File: src/rtl/gpu_pkg.sv
// gpu_pkg: shared raster-path types and coordinate width.
package gpu_pkg;
  localparam int COORD_W = 16;
  localparam int ERR_W = COORD_W + 2;
  typedef logic [COORD_W-1:0] coord_t;
  typedef logic signed [ERR_W-1:0] err_t;
  typedef enum logic [1:0] {IDLE, RUN, DONE} line_state_t;
  function automatic coord_t abs_diff(input coord_t a, input coord_t b);
    return (a < b) ? b - a : a - b;
  endfunction
endpackage

File: src/rtl/bresenham_step.sv
// bresenham_step: one combinational Bresenham advance from the current pixel.
module bresenham_step
  import gpu_pkg::*;
(
  input  logic signed [ERR_W-1:0]   err,
  input  logic signed [ERR_W-1:0]   dx,
  input  logic signed [ERR_W-1:0]   dy,
  input  logic                      sx,
  input  logic                      sy,
  input  logic        [COORD_W-1:0] x,
  input  logic        [COORD_W-1:0] y,
  output logic signed [ERR_W-1:0]   err_n,
  output logic        [COORD_W-1:0] x_n,
  output logic        [COORD_W-1:0] y_n
);
  // One extra bit so doubling err cannot overflow before the comparisons.
  logic signed [ERR_W:0] e2;
  logic step_x, step_y;
  always_comb begin
    e2 = $signed({err, 1'b0});
    step_x = e2 >= dy;
    step_y = e2 <= dx;
    err_n = err + (step_x ? dy : err_t'(0)) + (step_y ? dx : err_t'(0));
    x_n = step_x ? (sx ? x + 1'b1 : x - 1'b1) : x;
    y_n = step_y ? (sy ? y + 1'b1 : y - 1'b1) : y;
  end
endmodule

File: src/rtl/draw_line.sv
// draw_line: Bresenham line rasterizer, one pixel per get_pixel rising edge.
module draw_line
  import gpu_pkg::*;
(
  input  logic               clk,
  input  logic               reset,
  input  logic               calculate,
  input  logic [COORD_W-1:0] x1,
  input  logic [COORD_W-1:0] y1,
  input  logic [COORD_W-1:0] x2,
  input  logic [COORD_W-1:0] y2,
  input  logic               get_pixel,
  output logic [COORD_W-1:0] x_o,
  output logic [COORD_W-1:0] y_o,
  output logic               line_complete
);
  line_state_t state_q, state_d;
  coord_t x_q, x_d, y_q, y_d, x2_q, x2_d, y2_q, y2_d;
  err_t dx_q, dx_d, dy_q, dy_d, err_q, err_d;
  logic sx_q, sx_d, sy_q, sy_d, gp_q, gp_d, lc_q, lc_d;
  err_t err_n;
  coord_t x_n, y_n;
  logic gp_rise;
  bresenham_step u_step (
    .err(err_q), .dx(dx_q), .dy(dy_q), .sx(sx_q), .sy(sy_q),
    .x(x_q), .y(y_q), .err_n(err_n), .x_n(x_n), .y_n(y_n)
  );
  assign gp_rise = get_pixel & ~gp_q;
  always_comb begin
    state_d = state_q;
    x_d = x_q;
    y_d = y_q;
    x2_d = x2_q;
    y2_d = y2_q;
    dx_d = dx_q;
    dy_d = dy_q;
    err_d = err_q;
    sx_d = sx_q;
    sy_d = sy_q;
    gp_d = get_pixel;
    if (calculate) begin
      x_d = x1;
      y_d = y1;
      x2_d = x2;
      y2_d = y2;
      dx_d = err_t'(abs_diff(x1, x2));
      dy_d = -err_t'(abs_diff(y1, y2));
      sx_d = x1 < x2;
      sy_d = y1 < y2;
      err_d = err_t'(abs_diff(x1, x2)) - err_t'(abs_diff(y1, y2));
      state_d = (x1 == x2 && y1 == y2) ? DONE : RUN;
    end else if (state_q == RUN && gp_rise) begin
      x_d = x_n;
      y_d = y_n;
      err_d = err_n;
      state_d = (x_n == x2_q && y_n == y2_q) ? DONE : RUN;
    end
    lc_d = state_d == DONE;
  end
  always_ff @(posedge clk or posedge reset) begin
    if (reset) begin
      state_q <= IDLE;
      x_q <= '0;
      y_q <= '0;
      x2_q <= '0;
      y2_q <= '0;
      dx_q <= '0;
      dy_q <= '0;
      err_q <= '0;
      sx_q <= 1'b0;
      sy_q <= 1'b0;
      gp_q <= 1'b0;
      lc_q <= 1'b0;
    end else begin
      state_q <= state_d;
      x_q <= x_d;
      y_q <= y_d;
      x2_q <= x2_d;
      y2_q <= y2_d;
      dx_q <= dx_d;
      dy_q <= dy_d;
      err_q <= err_d;
      sx_q <= sx_d;
      sy_q <= sy_d;
      gp_q <= gp_d;
      lc_q <= lc_d;
    end
  end
  assign x_o = x_q;
  assign y_o = y_q;
  assign line_complete = lc_q;
endmodule

File: config.mk
export PLATFORM = sky130hd
export DESIGN_NAME = draw_line
export DESIGN_NICKNAME = d
export VERILOG_FILES = /design/src/rtl/gpu_pkg.sv /design/src/rtl/bresenham_step.sv /design/src/rtl/draw_line.sv
export SDC_FILE = /design/constraint.sdc
export NUM_CORES = 1
export LEC_CHECK = 0
export ABC_AREA = 1
export BUFFER_PORTS_ARGS = -buffer_cell sky130_fd_sc_hd__clkbuf_2
export CAP_MARGIN = 20
export CORE_MARGIN = 4
export CORE_UTILIZATION = 50
export DETAILED_ROUTE_END_ITERATION = 7
export GPL_TIMING_DRIVEN = 0
export HOLD_SLACK_MARGIN = 0.1
export PLACE_DENSITY = 0.74
export SYNTH_ARGS = -nofsm -noshare
export SYNTH_HDL_FRONTEND = slang
export SYNTH_SLANG_ARGS = --single-unit
File: constraint.sdc
create_clock -name clk -period 12.3 [get_ports clk]
set_input_delay 0 -clock clk [delete_from_list [all_inputs] [get_ports clk]]
set_output_delay 0 -clock clk [all_outputs]
set_load 0.05 [all_outputs]
==> metrics.md <==
| Metric | Value |
|---|---|
| Total Wirelength | `50640 um` |
| DRC violations left | `0` |
| Yosys top cell area share | `0.2159` |
| Crit path time final | `5.883 ns` |
| Warnings, synthesis | `0` |
| Area Growth Syn to Fin | `16.01%` |
| VDD IR max | `about 0.096 mV` |
| Final nets | `between 2000 and 3000` |
| Post-DP HPWL | `39950 um` |
| Gate power share | `0.680` |
| Vias/cell | `5.642` |
| Reg-to-Reg End | `err_q[17]` |
| RSZ-0062 raised after global routing | `no` |
| Mapped Cells | `around 2100` |
| Final Cycle Share | `0.4783` |
| Die Footprint | `~31000 sq um` |
| GRT Util Overall | `0.3253` |
| DR iter-0 viols | `1358` |
| Core Footprint | `~28000 sq um` |
| Cells on Worst Hold Path | `5` |
| Min-Delay Path Class | `input port to register` |
| Sequential Power Share | `0.169` |
| Max-slew violations | `0` |
| Pint | `about 1600 uW` |
| Fillers | `about 2700` |
| Hold path start | `calculate` |
| Cell variety after synth | `55` |
| Row count | `just over 60` |
| Drt first pass iters | `5` |
| Die width | `176.2 um` |
| Top Ports | `between 100 and 150` |
| Worst Path Required | `12.61 ns` |
| Routed Antenna Nets | `0` |
| RR Startpoint | `err_q[17]` |
| Post-Synthesis Cell Area | `approximately 14000 sq um` |
| Clock power frac | `0.151` |
| NetSw | `approximately 1900 uW` |
| Worst Setup Start Kind | `register` |
| Vias in the first global route | `14710` |
| Tightest Pin Transition | `1.077 ns` |
| Clock buffer depth | `2` |
| Crit. End Element | `register` |
| Sw frac | `0.5359` |
| Placed inst area | `between 15000 and 20000 sq um` |
| Fin area | `16400 sq um` |
| Status | `completed` |
| Top cell by count, worst path | `a21oi_1` |
| Delay-heaviest family, CP | `compound AO/OA/AOI/OAI gates` |
| Clk slew on worst S/H paths | `0.06 ns` |
| First-pass GRT wire length | `between 70000 and 80000 um` |
| Die height | `between 150 and 200 um` |
| Final Hold Fails | `0` |
| CTS Sinks | `roughly 120` |
| H-tree depth | `4` |
| Syn_area_per_cell | `~6.6 sq um` |
| Core Util, Final | `0.5888` |
| Worst r2r path cells | `23` |
| Post-Syn Nets | `between 2000 and 2500` |
| Total Power | `about 3500 uW` |
| Crit path kind | `register to register` |
| Share of cells above drive strength 1 | `0.09285` |
| Port buffer count | `a little under 100` |
| Detailed-route wire length per cell | `18.64 um` |
| Root Buffer | `clkbuf_16` |
| Worst Hold Endpoint | `state_q[1]` |
| CTS tree | `done` |
| Synth Register Bits | `122` |
| Post-synth EDFFs | `0` |
| Max Cap Viol | `0` |
| Setup Skew | `0.01855 ns` |
| Slew margin rel. | `0.2820` |
| Clock latency at the later pin of the worst-skew pair | `about 0.44 ns` |
| CP Max Fanout | `10` |
| Setup Total Neg Slack | `0 ns` |
| CP max stage delay | `between 0.5 and 0.6 ns` |
| Cell Pwr Density | `roughly 210 nW/um^2` |
| CTS buffer count | `17` |
| Leakage Power | `a little under 0.009 uW` |
| Final setup fails | `0` |
| Critical Path AT | `slightly above 6 ns` |
| CTS resizes | `0` |
| Initial antenna violation count | `0` |
| Synth area leaders | `dfrtp_1, nand2_1, ha_1` |
| Async set-reset flop share out of synthesis | `1.000` |
| Starting Density | `0.5076` |
| Total congestion overflow | `0` |
| Gpl congestion | `between 0.9 and 1` |
| WP buf/inv | `2` |
| Ys flop type | `dfrtp_1` |
| Yosys top cell by area | `dfrtp_1` |
| Total number of vias | `15330` |
| Flop-to-flop setup slack | `between 6 and 7 ns` |
| Share of the yosys chip area belonging to registers | `0.2159` |
| Largest net degree at the start of global routing | `95` |
| F_max | `about 170 MHz` |
| CP Cell Sequence | `ha_1 > nand2_1 > nor2_2 > nand2_1 > nor2_2 > nand2_2 > nand4_4 > nand2_4 > inv_2 > nor2_1 > fa_1 > ha_1 > inv_1 > fa_1 > o21ai_0 > a21oi_1 > o21ai_0 > a21oi_1 > o21ai_0 > a21oi_1 > or2_2 > nand3_1 > a21oi_1` |
| Slowest-stage cell, CP | `o21ai_0` |
[cell usage in the layout, fill, tap and decap left out, types with 67 or more instances in the layout]
| cell | synthesis | layout |
|---|---|---|
| nand2_1 | 571 | 571 |
| inv_1 | 315 | 314 |
| nor2_1 | 174 | 174 |
| ha_1 | 157 | 157 |
| nand3_1 | 146 | 146 |
| o21ai_0 | 135 | 135 |
| a21oi_1 | 134 | 134 |
| dfrtp_1 | 122 | 122 |
| clkbuf_2 | 0 | 99 |
| dlygate4sd3_1 | 0 | 67 |
[how the worst max path moves through the flow]
stage,startpoint,to,slack (ns),cells past startpoint
after floorplan,err_q[17],err_q[17],8.01,23
after global placement,err_q[17],err_q[17],6.74,23
after detailed placement,err_q[17],err_q[17],6.64,23
after CTS,err_q[17],err_q[17],6.63,23
after global routing,err_q[17],err_q[17],6.15,23
final,err_q[17],err_q[17],6.42,23
[tightest hold or removal path: stages]
cell and delay [ns]:
clkbuf_1 0.23, inv_1 0.16, nor4_1 0.07, nand4_1 0.12, nand2_1 0.07
[metal layers]
layer,track usage,vias up,share of wire
li1,-,7382,-
met1,0.4478,7166,0.44
met2,0.5262,660,0.45
met3,0.04647,117,0.075
met4,0.1124,0,0.037
met5,0,-,0
[power by group through the flow]
| stage | clock [uW] | combinational [uW] | sequential, uW |
|---|---|---|---|
| CTS | 522 | 2340 | 588 |
| detailed placement | 0 | 2300 | 594 |
| floorplan | 0 | 1680 | 628 |
| finish | 527 | 2380 | 590 |
| global route | 542 | 2680 | 600 |
| global placement | 0 | 2250 | 591 |
[sequential cells by signal, indices dropped and copies added, names as in the netlist, 2 cells and up]
register / flops
err_q: 18
dx_q: 16
state_q: 2
x2_q: 16
y2_q: 16
dy_q: 18
x_o: 16
y_o: 16
[per-stage QoR]
step           std cells  setup slack [ns]  hold slack, ns
2_1_floorplan       2138             8.012         0.03143
3_3_place_gp        2615             6.742          0.1639
3_5_place_dp        2616             6.636        -0.01050
4_1_cts             2715             6.633          0.2458
5_1_grt             2715             6.147          0.2574
6_report            2716             6.417          0.2571
[cell usage after synthesis, types with 4 or more instances]
library cell,count
ha_1,157
o221ai_1,29
clkbuf_1,29
nor2_1,174
xnor2_1,19
buf_1,4
o21bai_1,8
inv_2,6
nand4_1,19
nand3b_1,19
dfrtp_1,122
nand2_1,571
a21o_1,10
a31oi_1,13
a21oi_1,134
nand2_2,22
buf_6,7
o21ai_1,16
or2_2,9
a211oi_1,6
o21ai_0,135
nor3_1,14
inv_1,315
nand3_1,146
xor2_1,47
o211ai_1,13
fa_1,24
buf_2,12
o2111ai_1,6
nor2_2,9
[what timing repair did]
action | CTS | global route
endpoints found under the setup margin | 0 | 0
setup buffers | 0 | 0
hold endpoints to repair | 187 | 0
hold buffers | 67 | 0
[layout make-up]
type                    instances  area, sq um  area share
well taps                     378        473.0     0.02883
plain buffers                  54        285.3     0.01739
clock buffers                  17        425.4     0.02593
multi-input cells            1639         9589      0.5846
repair buffers                167         1194     0.07277
clock inverters                15        163.9    0.009992
flip-flops and latches        122         3053      0.1861
inverters                     323         1217     0.07422
diodes                          1        2.502   0.0001526
[logic make-up (layout without fill, tap and decap cells)]
kind of cell,after synthesis,count (layout),synth area share
AND/OR/NAND/NOR,998,998,0.3005
buffers and inverters,377,576,0.1059
flip-flops,122,122,0.2159
AO/OA/AOI/OAI,391,391,0.1609
multiplexers,1,1,0.0007079
other,0,1,0
adder cells (fa/ha/maj),181,181,0.1729
XOR/XNOR,68,68,0.04318
Power figures use the tool's default switching activity.
